File: src/rtl/bcd_to_binary_serial_if.sv
// Handshake/data bundle between a digit-entry front end and the BCD-to-binary converter.
// Latency: n/a (wires only).
// Backpressure: none; the master watches o_Busy and o_Done.
//
// Ports (master view):
//   i_Start    out  pulse to request a conversion of i_BCD
//   i_BCD      out  packed BCD, digit DECIMAL_DIGITS-1 most significant
//   o_Busy     in   conversion in progress
//   o_Done     in   one-cycle pulse, result and flags valid
//   o_Binary   in   converted value, held until the next o_Done
//   o_Invalid  in   last conversion saw a digit > 9
//   o_Overflow in   last result did not fit in OUTPUT_WIDTH bits
interface bcd_to_binary_serial_if #(
  parameter int DECIMAL_DIGITS = 2,
  parameter int OUTPUT_WIDTH   = 7
);
  logic                        i_Start;
  logic [DECIMAL_DIGITS*4-1:0] i_BCD;
  logic                        o_Busy;
  logic                        o_Done;
  logic [OUTPUT_WIDTH-1:0]     o_Binary;
  logic                        o_Invalid;
  logic                        o_Overflow;

  modport master (
    output i_Start, i_BCD,
    input  o_Busy, o_Done, o_Binary, o_Invalid, o_Overflow
  );

  modport slave (
    input  i_Start, i_BCD,
    output o_Busy, o_Done, o_Binary, o_Invalid, o_Overflow
  );
endinterface

File: src/rtl/bcd_to_binary_serial.sv
// Serial packed-BCD to unsigned binary converter, one digit per clock, MSD first (acc = acc*10 + d).
// Latency: o_Done pulses DECIMAL_DIGITS cycles after the edge that accepts i_Start.
// Backpressure: none; i_Start is ignored while busy, accepted again in the o_Done cycle.
//
// Ports:
//   i_Clock  rising-edge clock
//   i_Rst_L  asynchronous active-low reset; aborts any conversion without o_Done
//   bus      slave side of bcd_to_binary_serial_if (i_Start/i_BCD in; o_Busy/o_Done/o_Binary/o_Invalid/o_Overflow out)
module bcd_to_binary_serial #(
  parameter int DECIMAL_DIGITS = 2,
  parameter int OUTPUT_WIDTH   = 7
) (
  input  logic                  i_Clock,
  input  logic                  i_Rst_L,
  bcd_to_binary_serial_if.slave bus
);

  // Bits needed for the largest value the accumulator can reach: every digit
  // at 15, so invalid input can never wrap the accumulator.
  function automatic int calc_acc_w();
    longint unsigned m;
    int              w;
    m = 0;
    w = 0;
    for (int k = 0; k < DECIMAL_DIGITS; k++) begin
      m = m * 10 + 15;
    end
    while (m != 0) begin
      w++;
      m = m >> 1;
    end
    return w;
  endfunction

  localparam int ACC_RAW = calc_acc_w();
  // Keep at least one bit above the output so overflow is a simple OR of the top bits.
  localparam int ACC_W   = (ACC_RAW > OUTPUT_WIDTH) ? ACC_RAW : OUTPUT_WIDTH + 1;
  localparam int DW      = DECIMAL_DIGITS * 4;
  localparam int CNT_W   = (DECIMAL_DIGITS > 1) ? $clog2(DECIMAL_DIGITS) : 1;
  localparam logic [CNT_W-1:0] CNT_LOAD = CNT_W'(DECIMAL_DIGITS - 1);

  typedef enum logic {
    S_IDLE    = 1'b0,
    S_CONVERT = 1'b1
  } state_t;

  state_t                  r_state;
  logic [DW-1:0]           r_digits;
  logic [ACC_W-1:0]        r_acc;
  logic [CNT_W-1:0]        r_cnt;
  logic                    r_inv;
  logic                    r_ovf;
  logic                    r_busy;
  logic                    r_done;
  logic [OUTPUT_WIDTH-1:0] r_binary;
  logic                    r_invalid;
  logic                    r_overflow;

  logic [3:0]       w_digit;
  logic [ACC_W-1:0] w_acc_next;
  logic             w_digit_bad;
  logic             w_acc_big;
  logic             w_inv_all;
  logic             w_ovf_all;
  logic             w_last;

  // The digit being consumed is always the top nibble; the register shifts left.
  assign w_digit     = r_digits[DW-1 -: 4];
  assign w_acc_next  = r_acc * ACC_W'(10) + ACC_W'(w_digit);
  assign w_digit_bad = (w_digit > 4'd9);
  assign w_acc_big   = |w_acc_next[ACC_W-1:OUTPUT_WIDTH];
  // Sticky values including the digit processed this cycle, for the final edge.
  assign w_inv_all   = r_inv | w_digit_bad;
  assign w_ovf_all   = r_ovf | w_acc_big;
  assign w_last      = (r_cnt == '0);

  always_ff @(posedge i_Clock or negedge i_Rst_L) begin
    if (!i_Rst_L) begin
      r_state    <= S_IDLE;
      r_digits   <= '0;
      r_acc      <= '0;
      r_cnt      <= '0;
      r_inv      <= 1'b0;
      r_ovf      <= 1'b0;
      r_busy     <= 1'b0;
      r_done     <= 1'b0;
      r_binary   <= '0;
      r_invalid  <= 1'b0;
      r_overflow <= 1'b0;
    end else begin
      case (r_state)
        S_IDLE: begin
          r_done <= 1'b0;
          if (bus.i_Start) begin
            r_digits <= bus.i_BCD;
            r_acc    <= '0;
            r_inv    <= 1'b0;
            r_ovf    <= 1'b0;
            r_cnt    <= CNT_LOAD;
            r_busy   <= 1'b1;
            r_state  <= S_CONVERT;
          end
        end
        S_CONVERT: begin
          r_acc    <= w_acc_next;
          r_digits <= r_digits << 4;
          r_inv    <= w_inv_all;
          r_ovf    <= w_ovf_all;
          r_cnt    <= r_cnt - CNT_W'(1);
          if (w_last) begin
            // Invalid input wins: report a clean zero rather than a garbage value.
            if (w_inv_all) begin
              r_binary   <= '0;
              r_invalid  <= 1'b1;
              r_overflow <= 1'b0;
            end else begin
              r_binary   <= w_acc_next[OUTPUT_WIDTH-1:0];
              r_invalid  <= 1'b0;
              r_overflow <= w_ovf_all;
            end
            r_done  <= 1'b1;
            r_busy  <= 1'b0;
            r_state <= S_IDLE;
          end
        end
        default: r_state <= S_IDLE;
      endcase
    end
  end

  assign bus.o_Busy     = r_busy;
  assign bus.o_Done     = r_done;
  assign bus.o_Binary   = r_binary;
  assign bus.o_Invalid  = r_invalid;
  assign bus.o_Overflow = r_overflow;

endmodule

File: src/flat_wrapper.sv
// flat-port wrapper written by rule: the top's interface ports become plain ports
module bcd_to_binary_serial_flat 
#(
  parameter int DECIMAL_DIGITS = 2,
  parameter int OUTPUT_WIDTH   = 7
)
  (i_Clock, i_Rst_L, bus_i_Start, bus_i_BCD, bus_o_Busy, bus_o_Done, bus_o_Binary, bus_o_Invalid, bus_o_Overflow);
  bcd_to_binary_serial_if #(.DECIMAL_DIGITS(DECIMAL_DIGITS), .OUTPUT_WIDTH(OUTPUT_WIDTH)) bus_i ();
  input  logic i_Clock;
  input  logic i_Rst_L;
  input wire logic [$bits(bus_i.i_Start)-1:0] bus_i_Start;
  input wire logic [$bits(bus_i.i_BCD)-1:0] bus_i_BCD;
  output wire logic [$bits(bus_i.o_Busy)-1:0] bus_o_Busy;
  output wire logic [$bits(bus_i.o_Done)-1:0] bus_o_Done;
  output wire logic [$bits(bus_i.o_Binary)-1:0] bus_o_Binary;
  output wire logic [$bits(bus_i.o_Invalid)-1:0] bus_o_Invalid;
  output wire logic [$bits(bus_i.o_Overflow)-1:0] bus_o_Overflow;
  assign bus_i.i_Start = bus_i_Start;
  assign bus_i.i_BCD = bus_i_BCD;
  assign bus_o_Busy = bus_i.o_Busy;
  assign bus_o_Done = bus_i.o_Done;
  assign bus_o_Binary = bus_i.o_Binary;
  assign bus_o_Invalid = bus_i.o_Invalid;
  assign bus_o_Overflow = bus_i.o_Overflow;
  bcd_to_binary_serial #(.DECIMAL_DIGITS(DECIMAL_DIGITS), .OUTPUT_WIDTH(OUTPUT_WIDTH)) u_core (.i_Clock(i_Clock), .i_Rst_L(i_Rst_L), .bus(bus_i));
endmodule
File: config.mk
export PLATFORM = sky130hd
export DESIGN_NAME = bcd_to_binary_serial_flat
export DESIGN_NICKNAME = d
export VERILOG_FILES = /design/src/rtl/bcd_to_binary_serial_if.sv /design/src/rtl/bcd_to_binary_serial.sv /design/src/flat_wrapper.sv
export SDC_FILE = /design/constraint.sdc
export NUM_CORES = 1
export LEC_CHECK = 0
export BUFFER_PORTS_ARGS = -buffer_cell sky130_fd_sc_hd__buf_2
export CAP_MARGIN = 40
export CORE_AREA = 2 2 74 76
export CTS_CLUSTER_DIAMETER = 30
export CTS_CLUSTER_SIZE = 20
export DETAILED_ROUTE_END_ITERATION = 7
export DIE_AREA = 0 0 76 78
export PLACE_DENSITY_LB_ADDON = 0.2
export SYNTH_ARGS = -nofsm -noshare
export SYNTH_HDL_FRONTEND = slang
export SYNTH_SLANG_ARGS = --single-unit
File: constraint.sdc
create_clock -name i_Clock -period 3.33 [get_ports i_Clock]
set_input_delay 0.999 -clock i_Clock [delete_from_list [all_inputs] [get_ports i_Clock]]
set_output_delay 0.999 -clock i_Clock [all_outputs]
set_load 0.02 [all_outputs]
==> reports/summary.txt <==
status: completed
NetSw: 735.3 uW
largest net degree at the start of global routing: 31
CP Class: flip-flop to flip-flop
Clock Latency Late Sink: 0.27 ns
total setup buffers inserted after CTS: 0
port bufs: 21
Tcrit/Tclk final: 71.75%
DP Cell Count: 212
clock-pin slew on the worst setup and hold paths: 0.06 ns
number of enable flip-flop cells after synthesis: 0
critical path fanouts, max: 4
layout cells sized above 1: 23.33%
Hold WC Path Type: flip-flop to flip-flop
Syn Area/Cell: 11.88 um2
clock skew: 0.002248 ns
Gate power share: 49.2%
crit end category: flip-flop
Max Slew Vio Count: 0
ys flop type: dfrtp_1
Power Total: 1.823 mW
hold worst-path end: u_core.bus.o_Binary[6]
syn nets: 149
CTS resizes: 0
Mapped Cells: 126
Netlist Area Pre-Place: 0.001496 mm2
drt first pass iters: 2
VDD IR max: 0.4102 mV
initial antenna violation count: 0
vias in the first global route: 1096
Max Cap Violations: 0
unrepaired setup endpoints after global routing: false
hold depth: 2
Reg2Reg Setup Slack: 0.94 ns
worst hold slack: 0.4860 ns
measured slew at the worst slew-check pin: 0.6685 ns
die span in y: 78 um
area grow syn2layout: 17.81%
Vias/cell: 4.668
CP required: 3.49 ns
fillers: 522
cell internal pwr: 1.087 mW
Yosys cell types: 29
Fin Setup TNS: 0 ns
FF+latch count, synth: 30
most frequent cell after synthesis: dfrtp_1
CP Launch Type: flip-flop
dominant cells by area after synthesis: dfrtp_1 50%, ha_1 8.4%, a22o_1 7.0%
hold_buf cts: 0
register area share after synthesis: 50.17%
R2R depth: 7
FMAX: 0.4185 GHz
ANT cells: 0
Setup-failing EPs final: 0
post-layout util: 34.96%
Initial Utilization: 29.68%
Core ar.: 0.005042 mm2
total clock sinks: 30
HP Start: u_core.bus.o_Binary[6]
final worst slack: 0.9406 ns
Num CTS Buffers: 5
1st-iter DRT viols: 39
total power per unit cell area: 1034 mW/mm2
worst r2r dst: u_core.bus.o_Overflow
Clock Tree Buf Depth: 2
Final min period: 2.389 ns
Die ar.: 0.005928 mm2
Post-synth ARST share: 100.0%
root buffer cell: clkbuf_8
Reg power frac: 34.6%
endpoints failing hold: 0
Leakage: 0.8983 nW
first-pass GRT wire length: 5209 um
GPL Wtd Cong: 0.8573
Yosys top cell by area: dfrtp_1
H-tree depth: 2
Critical Path AT: 2.55 ns
relative slew slack: 55.43%
Net Sw Frac: 40.34%
Synth warnings: 0
Routed WL: 2968 um
Vias: 1027
Synth top area share: 50.17%
Routed Antenna Nets: 0
worst r2r src: u_core.r_acc[1]
NumNets Final: 172
DR WL/cell: 13.49 um
Placed Area: 0.001672 mm2
grt ovf: 0
Finished Layout Cells: 220
pre-CTS WS: 0.9418 ns
Total GRT Usage: 11.20%
CTS tree: done
die width: 76 um
row count: 26
# DRC: 0
HPWL after DPL: 2189 um
IO Pins: 22
Clk pwr share: 16.2%
post-route cell area: 0.001763 mm2
most frequent cells after synthesis: 30 x dfrtp_1, 12 x a22o_1, 10 x ha_1, 10 x nand2_1, 8 x mux2i_1
-- worst max path at each step --
stage | end | from
3_5_place_dp | u_core.bus.o_Overflow | u_core.r_acc[1]
5_1_grt | u_core.bus.o_Overflow | u_core.r_acc[1]
6_report | u_core.bus.o_Overflow | u_core.r_acc[1]
3_3_place_gp | u_core.bus.o_Overflow | u_core.r_acc[1]
2_1_floorplan | u_core.bus.o_Overflow | u_core.r_acc[1]
4_1_cts | u_core.bus.o_Overflow | u_core.r_acc[1]
-- cells by family after synthesis --
group	Yosys count	share of synthesized area [%]
xor gates and xnor gates	6	4.432
AOI/OAI and AO/OA	35	17.22
and+or+nand+nor	24	8.362
DFF	30	50.17
buffers and inverters	10	2.675
muxes	9	6.104
adders and majority gates	12	11.04
-- worst max-delay path, cell delays in order, from the launching register on --
cell and delay [ns]:
dfrtp_1 0.43, ha_1 0.31, ha_1 0.23, fa_1 0.54, nand2_1 0.10, nand4b_1 0.23, a211oi_2 0.33, o31ai_2 0.10
-- final cells by class --
type	instances	area (um2)	share of cell area, %
timing repair buffer	22	112.6	6.388
clock inverter	1	5.005	0.2839
sequential	30	750.7	42.58
tap	70	87.58	4.968
multi-input combinational	86	705.7	40.03
inverter	4	15.01	0.8517
clock buffer	7	86.33	4.897
-- routing by layer --
metal	track usage (%)	vias up	share of wire [%]
met5	0	-	0
met4	4.364	0	1.2
met3	3.488	5	4.2
met2	17.95	19	47
met1	14.18	504	47
li1	-	499	-
-- power by group through the flow --
stage / Combinational, mW / Clock (mW) / Sequential [mW]
floorplan: 0.638 / 0 / 0.676
global placement: 0.888 / 0 / 0.631
detailed placement: 0.906 / 0 / 0.636
CTS: 0.910 / 0.308 / 0.631
global route: 0.998 / 0.325 / 0.652
finish: 0.898 / 0.295 / 0.630
-- layout by cell type, fill, tap and decap left out, types with 2 or more instances in the layout --
cell      instances
a21o_1            3
a21oi_1           7
a22o_1           12
buf_2            21
clkbuf_8          6
dfrtp_1          30
fa_1              2
ha_1             10
inv_1             4
mux2i_1           8
nand2_1          10
nor2_1            6
nor3_1            2
o21a_1            2
o21ai_0           6
o31ai_1           2
xnor2_1           3
xor2_1            2
-- sequential cells by signal, indices dropped and copies added (netlist names) --
| register | cells |
|---|---|
| u_core.bus.o_Binary | 7 |
| u_core.bus.o_Busy | 1 |
| u_core.bus.o_Done | 1 |
| u_core.bus.o_Invalid | 1 |
| u_core.bus.o_Overflow | 1 |
| u_core.r_acc | 7 |
| u_core.r_cnt | 1 |
| u_core.r_digits | 8 |
| u_core.r_inv | 1 |
| u_core.r_ovf | 1 |
| u_core.r_state | 1 |
No activity file was read; power rests on OpenSTA's default activity.
